$ cat src/rtl/car_game_pkg.sv
// Shared car game constants, FSM encoding and the axis clamp helper.
// Used by the car controller, renderer, obstacle and score logic.
package car_game_pkg;

  localparam int SCREEN_W = 640;
  localparam int SCREEN_H = 480;

  localparam logic [9:0] TICK_ROW = 10'd480;
  localparam logic [9:0] TICK_COL = 10'd0;

  localparam int CAR_W = 32;
  localparam int CAR_H = 64;

  localparam logic [1:0] ST_IDLE  = 2'd0;
  localparam logic [1:0] ST_RUN   = 2'd1;
  localparam logic [1:0] ST_CRASH = 2'd2;

  typedef struct packed {
    logic coll;
    logic en;
    logic down;
    logic up;
    logic right;
    logic left;
  } ctl_t;

  // One axis step with saturation at lo/hi.
  // 11-bit math keeps pos-step and pos+step free of wrap.
  function automatic logic [9:0] step_axis(
    input logic [9:0]  pos,
    input logic        dec,
    input logic        inc,
    input logic [10:0] lo,
    input logic [10:0] hi,
    input logic [10:0] step
  );
    logic [10:0] p;
    logic [10:0] r;
    p = {1'b0, pos};
    r = p;
    if (dec && !inc)
      r = (p >= lo + step) ? p - step : lo;
    else if (inc && !dec)
      r = (p + step <= hi) ? p + step : hi;
    return r[9:0];
  endfunction

endpackage

$ cat src/rtl/frame_tick_gen.sv
// Frame tick: registered pixel-position compare plus rising-edge pulse.
// Ports: clk, reset, pix_row/pix_col in; frame_tick one-cycle pulse out.
module frame_tick_gen #(
  parameter logic [9:0] TICK_ROW = 10'd480,
  parameter logic [9:0] TICK_COL = 10'd0
) (
  input  logic       clk,
  input  logic       reset,
  input  logic [9:0] pix_row,
  input  logic [9:0] pix_col,
  output logic       frame_tick
);

  logic r_cmp;
  logic r_cmp_d;
  logic r_tick;
  logic w_hit;

  assign w_hit      = (pix_row == TICK_ROW) && (pix_col == TICK_COL);
  assign frame_tick = r_tick;

  // Edge detect so a dtg that dwells on the position still
  // yields one pulse per frame.
  always_ff @(posedge clk or posedge reset) begin
    if (reset) begin
      r_cmp   <= 1'b0;
      r_cmp_d <= 1'b0;
      r_tick  <= 1'b0;
    end else begin
      r_cmp   <= w_hit;
      r_cmp_d <= r_cmp;
      r_tick  <= r_cmp & ~r_cmp_d;
    end
  end

endmodule

$ cat src/rtl/player_car_ctrl.sv
// Player car motion controller: frame-sampled moves, crash/respawn FSM.
// Ports: clk, reset, pix_row/col, buttons, game_en, collision in;
// car_yellowX/Y, car_visible, crashed, frame_tick out.
module player_car_ctrl
  import car_game_pkg::*;
#(
  parameter int ROAD_LEFT    = 160,
  parameter int ROAD_RIGHT   = 480,
  parameter int Y_MIN        = 16,
  parameter int Y_MAX        = 400,
  parameter int START_X      = 304,
  parameter int START_Y      = 400,
  parameter int STEP         = 4,
  parameter int CRASH_FRAMES = 120
) (
  input  logic       clk,
  input  logic       reset,
  input  logic [9:0] pix_row,
  input  logic [9:0] pix_col,
  input  logic       btn_left,
  input  logic       btn_right,
  input  logic       btn_up,
  input  logic       btn_down,
  input  logic       game_en,
  input  logic       collision,
  output logic [9:0] car_yellowX,
  output logic [9:0] car_yellowY,
  output logic       car_visible,
  output logic       crashed,
  output logic       frame_tick
);

  localparam logic [10:0] L_XLO  = 11'(ROAD_LEFT);
  localparam logic [10:0] L_XHI  = 11'(ROAD_RIGHT - CAR_W);
  localparam logic [10:0] L_YLO  = 11'(Y_MIN);
  localparam logic [10:0] L_YHI  = 11'(Y_MAX);
  localparam logic [10:0] L_STEP = 11'(STEP);
  localparam logic [9:0]  L_SX   = 10'(START_X);
  localparam logic [9:0]  L_SY   = 10'(START_Y);
  localparam logic [7:0]  L_CF   = 8'(CRASH_FRAMES);

  ctl_t       r_s1;
  ctl_t       r_s2;
  ctl_t       w_raw;
  logic [1:0] r_state;
  logic [7:0] r_crash_cnt;
  logic [3:0] r_blink_cnt;
  logic [3:0] w_blink_nx;
  logic       r_pend;
  logic       r_vis;
  logic [9:0] r_x;
  logic [9:0] r_y;
  logic [9:0] w_nx;
  logic [9:0] w_ny;
  logic       w_tick;
  logic       w_crash;

  frame_tick_gen #(
    .TICK_ROW (TICK_ROW),
    .TICK_COL (TICK_COL)
  ) u_tick (
    .clk        (clk),
    .reset      (reset),
    .pix_row    (pix_row),
    .pix_col    (pix_col),
    .frame_tick (w_tick)
  );

  assign w_raw = '{coll:  collision,
                   en:    game_en,
                   down:  btn_down,
                   up:    btn_up,
                   right: btn_right,
                   left:  btn_left};

  always_ff @(posedge clk or posedge reset) begin
    if (reset) begin
      r_s1 <= '0;
      r_s2 <= '0;
    end else begin
      r_s1 <= w_raw;
      r_s2 <= r_s1;
    end
  end

  assign w_nx = step_axis(r_x, r_s2.left, r_s2.right,
                          L_XLO, L_XHI, L_STEP);
  assign w_ny = step_axis(r_y, r_s2.up, r_s2.down,
                          L_YLO, L_YHI, L_STEP);

  // A collision seen on the tick cycle itself still counts.
  assign w_crash    = r_pend | r_s2.coll;
  assign w_blink_nx = r_blink_cnt + 4'd1;

  always_ff @(posedge clk or posedge reset) begin
    if (reset) begin
      r_state     <= ST_IDLE;
      r_x         <= L_SX;
      r_y         <= L_SY;
      r_vis       <= 1'b1;
      r_crash_cnt <= '0;
      r_blink_cnt <= '0;
      r_pend      <= 1'b0;
    end else begin
      if (r_state == ST_RUN && r_s2.coll)
        r_pend <= 1'b1;
      if (w_tick) begin
        case (r_state)
          ST_IDLE: begin
            r_x   <= L_SX;
            r_y   <= L_SY;
            r_vis <= 1'b1;
            if (r_s2.en)
              r_state <= ST_RUN;
          end
          ST_RUN: begin
            r_x <= w_nx;
            r_y <= w_ny;
            if (w_crash) begin
              r_state     <= ST_CRASH;
              r_crash_cnt <= L_CF;
              r_blink_cnt <= '0;
              r_pend      <= 1'b0;
            end else if (!r_s2.en) begin
              r_state <= ST_IDLE;
            end
          end
          ST_CRASH: begin
            r_crash_cnt <= r_crash_cnt - 8'd1;
            r_blink_cnt <= w_blink_nx;
            r_vis       <= ~w_blink_nx[3];
            if (r_crash_cnt <= 8'd1) begin
              r_crash_cnt <= '0;
              r_blink_cnt <= '0;
              r_x         <= L_SX;
              r_y         <= L_SY;
              r_vis       <= 1'b1;
              r_state     <= r_s2.en ? ST_RUN : ST_IDLE;
            end
          end
          default: r_state <= ST_IDLE;
        endcase
      end
    end
  end

  assign car_yellowX = r_x;
  assign car_yellowY = r_y;
  assign car_visible = r_vis;
  assign crashed     = (r_state == ST_CRASH);
  assign frame_tick  = w_tick;

endmodule
$ cat config.mk
export PLATFORM = sky130hd
export DESIGN_NAME = player_car_ctrl
export DESIGN_NICKNAME = d
export VERILOG_FILES = /design/src/rtl/car_game_pkg.sv /design/src/rtl/frame_tick_gen.sv /design/src/rtl/player_car_ctrl.sv
export SDC_FILE = /design/constraint.sdc
export NUM_CORES = 1
export LEC_CHECK = 0
export BUFFER_PORTS_ARGS = -buffer_cell sky130_fd_sc_hd__buf_2
export CAP_MARGIN = 20
export CORE_MARGIN = 5
export CORE_UTILIZATION = 35
export DETAILED_ROUTE_END_ITERATION = 7
export PLACE_DENSITY = 0.61
export SETUP_SLACK_MARGIN = 0.05
export SYNTH_ARGS = -nofsm -noshare
export SYNTH_HDL_FRONTEND = slang
export SYNTH_HIERARCHICAL = 1
export SYNTH_SLANG_ARGS = --single-unit
$ cat constraint.sdc
create_clock -name clk -period 2.6 [get_ports clk]
set_clock_uncertainty 0.1 [all_clocks]
set_input_delay 0.52 -clock clk [delete_from_list [all_inputs] [get_ports clk]]
set_output_delay 0.52 -clock clk [all_outputs]
set_load 0.1 [all_outputs]
**After elaboration in Yosys (flattened, before gate mapping)**

Cells that the tools add are included.

- Bits in registers: 51
- Bits of input ports: 28
- Word-level logic and storage cells: 96

- Add/sub/neg operators: 6
- Magnitude comparators: 5
- Eq/ne operators: 9
- Multiplexer cells: 30
- Bitwise logic cells: 4
- Reduce and logical (&&, ||, !) cells: 20

Operators with widths:

| operator | count |
|---|---|
| 2-to-1 mux 10 bit | 10 |
| one-hot mux 10 bit (3 select lines) | 2 |
| adder 10 x 3 -> 11 bit (second input constant) | 2 |
| <= comparator 11 x 9 -> 1 bit (second input constant) | 2 |
| subtractor 10 x 3 -> 10 bit (second input constant) | 2 |
| 2-to-1 mux 8 bit | 2 |
| one-hot mux 8 bit (2 select lines) | 1 |
| AND reduction 4 bit | 3 |
| == test 10 x 9 -> 1 bit (second input constant) | 1 |
| >= comparator 10 x 5 -> 1 bit (second input constant) | 1 |
| >= comparator 10 x 8 -> 1 bit (second input constant) | 1 |
| logical NOT 10 bit | 1 |
| != test 3 bit (second input constant) | 3 |
| <= comparator 8 x 1 -> 1 bit (second input constant) | 1 |
| 2-to-1 mux 2 bit | 4 |
| 2-to-1 mux 4 bit | 2 |
| one-hot mux 4 bit (2 select lines) | 1 |
| subtractor 8 x 1 -> 8 bit (second input constant) | 1 |
| logical AND 1 bit | 6 |
| 2-to-1 mux 1 bit | 6 |
| one-hot mux 2 bit (3 select lines) | 1 |
| adder 4 x 1 -> 4 bit (second input constant) | 1 |
| logical NOT 1 bit | 4 |
| != test 2 bit (second input constant) | 2 |
| 12 further kinds | 14 |

**Depth between registers and ports, before layout**

- Word-level depth: 6
- Mapped depth: 9

**Cells and area by module**

Netlist, hierarchy kept.

Modules (own cells, without submodules):

| module | times used | cells each | area each (sq um) | seq. area each (sq um) |
|---|---|---|---|---|
| player_car_ctrl | 1 | 331 | 2,856.5 | 1,109.8 |
| frame_tick_gen | 1 | 12 | 137.6 | 75.1 |

**Least setup slack after synthesis**

OpenSTA, ideal clock, no wires.

- Path type: register to register
- Start: register r_state[1]
- End: register r_crash_cnt[2]
- Arrival time: 2.804 ns
- Required time: 2.369 ns
- Setup slack: -0.434 ns
- Cell stages (with the launch flop): 6
- Buffers on the path: 1
- Period minus slack after synthesis: 3.034 ns
- Cell sequence: dfrtp_1 -> nor2b_1 -> o21ai_1 -> clkbuf_1 -> o21ai_0 -> o21ai_0

- Word-level cells in the longest chain between the ends: 3

RTL lines:

| what | line | RTL |
|---|---|---|
| from (decl) | player_car_ctrl.sv:45 | `logic [1:0] r_state;` |
| from (signal assigned) | player_car_ctrl.sv:138 | `r_state <= r_s2.en ? ST_RUN : ST_IDLE;` |
| == test 2 bit (*) | -- |  |
| via crashed | player_car_ctrl.sv:29 | `output logic crashed,` |
| nonzero test 2 bit (no source line) | -- |  |
| AND reduction 3 bit (no source line) | -- |  |
| to (signal assigned) | player_car_ctrl.sv:129 | `r_crash_cnt <= r_crash_cnt - 8'd1;` |
| to (decl) | player_car_ctrl.sv:46 | `logic [7:0] r_crash_cnt;` |

Mark *: on every way through the listed nets, which the timed path passes. The rest lies on a longest branch.
A chain may end at the register's enable or synchronous reset.

**Worst setup path in the final report**

- Start: register r_x[2], in the netlist car_yellowX[2]
- End: register r_x[8], in the netlist car_yellowX[8]

- Word-level cells in the longest chain between the ends: 6

RTL lines:

| what | line | RTL |
|---|---|---|
| from (decl) | player_car_ctrl.sv:51 | `logic [9:0] r_x;` |
| from (signal assigned) | player_car_ctrl.sv:117 | `r_x <= w_nx;` |
| adder 10 x 3 -> 11 bit | car_game_pkg.sv:44 | `r = (p + step <= hi) ? p + step : hi;` |
| <= comparator 11 x 9 -> 1 bit | car_game_pkg.sv:44 |  |
| 2-to-1 mux 10 bit | car_game_pkg.sv:44 |  |
| 2-to-1 mux 10 bit | car_game_pkg.sv:43 | `else if (inc && !dec)` |
| 2-to-1 mux 10 bit (*) | car_game_pkg.sv:41 | `if (dec && !inc)` |
| one-hot mux 10 bit (3 select lines) (*) | player_car_ctrl.sv:108 | `case (r_state)` |

Mark *: on every way between the ends. The rest lies on a longest branch, timed or not. The select of a mux whose other input is x is not followed.

==> metrics.csv <==
metric,value,unit
outcome,"finished, final reports clean",
synthDominantCellAreaShare,33.4,%
fp.dieArea,10500,µm²
clkPwrFrac,35.0,%
synth-async-reset-ratio,100,%
detail-route-antenna-nets,0,
holdCritPathClass,in -> reg,
yosys.area.top_type,sky130_fd_sc_hd__dfrtp_1,
path_max_fanout,9,
drt_pre_antenna_iters,4,
hold_violations,0,
timing.critical_path.cells,inv_1 > ha_1 > or3b_1 > a2111o_1 > o311ai_2 > o31a_1 > a21oi_1 > a21o_2,
cts_root_buffer,sky130_fd_sc_hd__clkbuf_8,
final.fill_count,845,
drc,0,
area_delta_synth_final,14.9,%
wire_per_inst,13.9,µm
final_cells,493,
floorplan.initialDensity,36.3,%
grt_first_pass_wirelength,11700,µm
peakVddDrop,0.249,mV
worstPathArrival,2500,ps
post-place-cells,483,
end_kind,flop,
netSwitchingFraction,25.3,%
post_synth_instance_area,2990,µm²
grt_util_met1,19.8,%
max_freq,426,MHz
start_kind,flop,
synthesized_instance_count,343,
timing.slew.headroom,53.2,%
synth_enable_flop_cells,0,
worst_skew_pair.late_latency,310,ps
crit_required,2750,ps
grtUsageTotal,13.6,%
critical-path-slowest-cell,sky130_fd_sc_hd__dfrtp_2,
post_route_cells_drive_above_1_share,23.2,%
yosysUniqueCellTypes,65,
antenna_cells_inserted,0,
yosys.cell_count.top_type,sky130_fd_sc_hd__dfrtp_1,
groute.layer.met3.usage,2.50,%
first_global_vias,2541,
number_of_h_tree_levels,2,
initialDrtViolationCount,129,
placementRows,33,
post_synth_main_area_contributors,"sky130_fd_sc_hd__dfrtp_1 (33%), sky130_fd_sc_hd__dfstp_2 (6.1%), sky130_fd_sc_hd__ha_1 (5.4%)",
clkSinkCount,47,
final_setup_violating_endpoints,0,
top_post_synthesis_cells_by_count,"sky130_fd_sc_hd__dfrtp_1 (40), sky130_fd_sc_hd__nand2_1 (38), sky130_fd_sc_hd__nor2_1 (30), sky130_fd_sc_hd__o21ai_0 (25), sky130_fd_sc_hd__a21oi_1 (21)",
io_buffer_count,46,
grt_setup_unrepaired,false,
critical-path-top-delay-family,compound AO/OA/AOI/OAI gates,
cell_internal_pwr,961,µW
synth.yosys.seq_area_share,39.6,%
antenna_found_initial,0,
post_placement_cell_area,3310,µm²
final_min_period_over_clock_period,90.2,%
num_io_pins,51,
switchingPower,326,µW
synth_flop_cell,sky130_fd_sc_hd__dfrtp_1,
power.density,374,nW/µm²
die_h,102,µm
tritoncts,built,
routed_via_density,5.27,
seqCellArea,1190,µm²
worst-slew-pin-transition,697,ps
routabilityCongestion,0.888,
synthesis.area_per_instance,8.73,µm²
combPwrFrac,7.2,%
top_usage_layer,met2,
design.final.nets,428,
dpl.hpwl,5080,µm
yosysWarningCount,6,
timing_max_transition_violations_final,0,
number_of_buffers_added_by_the_clock_tree_synthesis_step,5,
route.vias.total,2597,
timing_worst_setup_path_type,reg -> reg,
finalCriticalPeriod,2350,ps
maxCapViolations,0,
path_clk_slew,100,ps
cts_setup_buffers,0,
cts_buffer_depth,2,
cp_peak_stage_delay,470,ps
critical_path.n_buffers_inverters,1,
p_leak,0.00158,µW
seq_power_share,57.8,%
die_width,102,µm
pin_count_of_the_biggest_net_entering_global_routing,26,
area_occupied_by_multi_input_gates,1630,µm²
met2_global_route_usage,20.5,%
synth-seq-cells,47,
routed_wl,6830,µm
summed_negative_setup_slack_over_all_endpoints,0,ps
fp.coreArea,8260,µm²
overflow,0,
design_area,3440,µm²
-- kinds of logic (layout without fill, tap and decap cells) --
kind of cell             count (synthesis)  in the layout  share of synthesized area (%)
multiplexers                             5              5                           1.92
flip-flops                              47             47                           39.6
other                                    1              4                          0.125
buffers and inverters                   41             83                           6.56
XOR/XNOR                                13             13                           3.80
AND/OR/NAND/NOR                        129            129                           21.6
adder cells (fa/ha/maj)                 13             13                           5.43
AO/OA/AOI/OAI                           94             94                           21.0
-- cell usage in the layout (no fill, tap or decap), drive strengths merged, types with 3 or more instances in the layout --
cell and instances:
buf 55, dfrtp 40, nand2 38, nor2 31
o21ai 30, a21oi 21, inv 19, nand3 15
ha 13, xnor2 11, dfstp 7, nor4 6
nor2b 6, nor3 6, nand2b 5, or3 5
a31oi 5, clkbuf 5, o31ai 4, conb 4
o311ai 4, or4 4, o211ai 3, o21bai 3
nor3b 3, mux2 3, a21o 3, clkinv 3
-- final cells by class --
| cell class | count | area share, % |
|---|---|---|
| inverter | 19 | 2.07 |
| sequential | 47 | 34.7 |
| clock inverter | 3 | 0.546 |
| clock buffer | 5 | 2.00 |
| multi-input combinational | 258 | 47.3 |
| tap | 105 | 3.82 |
| timing repair buffer | 56 | 9.53 |
-- stage by stage --
| stage | hold WS (ps) | utilization, % | setup WS [ps] | power (µW) |
|---|---|---|---|---|
| after floorplan | 174 | - | 59.7 | 817 |
| after global placement | 234 | 40.1 | 334 | 843 |
| after detailed placement | 236 | 40.1 | 279 | 845 |
| after CTS | 208 | 41.3 | 265 | 1300 |
| after global routing | 202 | 41.7 | 135 | 1350 |
| final | 217 | 41.7 | 255 | 1290 |
-- routing by layer --
metal  vias to the layer above  part of all wire, %
li1                       1291                    -
met1                      1221                   50
met2                        76                   43
met3                         9                  5.7
met4                         0                  1.2
met5                         -                    0
-- power groups by stage --
| stage | clock (µW) | combinational [µW] | sequential [µW] |
|---|---|---|---|
| after floorplan | 0 | 60.2 | 757 |
| after global placement | 0 | 85.9 | 757 |
| after detailed placement | 0 | 87.1 | 758 |
| after CTS | 465 | 88.5 | 744 |
| after global routing | 502 | 103 | 745 |
| final | 451 | 92.3 | 743 |
-- sequential cells by signal (all words and copies together), names as in the netlist --
name / count
u_tick/r_cmp_d: 1
car_visible: 1
r_crash_cnt: 8
r_s2: 6
r_blink_cnt: 4
r_s1: 6
u_tick/frame_tick: 1
car_yellowY: 8
u_tick/r_cmp: 1
r_pend: 1
r_state: 2
car_yellowX: 8
-- worst paths after layout --
check	depth (start not counted)	slack (ps)	end	startpoint
setup / recovery	8	250	car_yellowX[8]$_DFFE_PP1P_	car_yellowX[2]$_DFFE_PP0P_
hold reg to reg	0	260	r_s2[3]$_DFF_PP0_	r_s1[3]$_DFF_PP0_
setup reg to reg	8	250	car_yellowX[8]$_DFFE_PP1P_	car_yellowX[2]$_DFFE_PP0P_
min in group asynchronous	3	550	u_tick/r_cmp$_DFF_PP0_	reset
hold / removal	1	220	r_s1[4]$_DFF_PP0_	game_en
max in group asynchronous	5	1100	car_visible$_DFFE_PP1P_	reset
-- repair_timing --
| item | in CTS | in global routing |
|---|---|---|
| gates resized for setup | 0 | 0 |
| endpoints found under the hold margin | 3 | 0 |
| hold buffers | 1 | 0 |
-- worst register-to-register path, cell delays in order (launching register included) --
cell	delay, ps
sky130_fd_sc_hd__dfrtp_2	470
sky130_fd_sc_hd__inv_1	100
sky130_fd_sc_hd__ha_1	220
sky130_fd_sc_hd__or3b_1	390
sky130_fd_sc_hd__a2111o_1	440
sky130_fd_sc_hd__o311ai_2	140
sky130_fd_sc_hd__o31a_1	190
sky130_fd_sc_hd__a21oi_1	60
sky130_fd_sc_hd__a21o_2	190
Note: power is estimated with default switching activity, not from simulation.
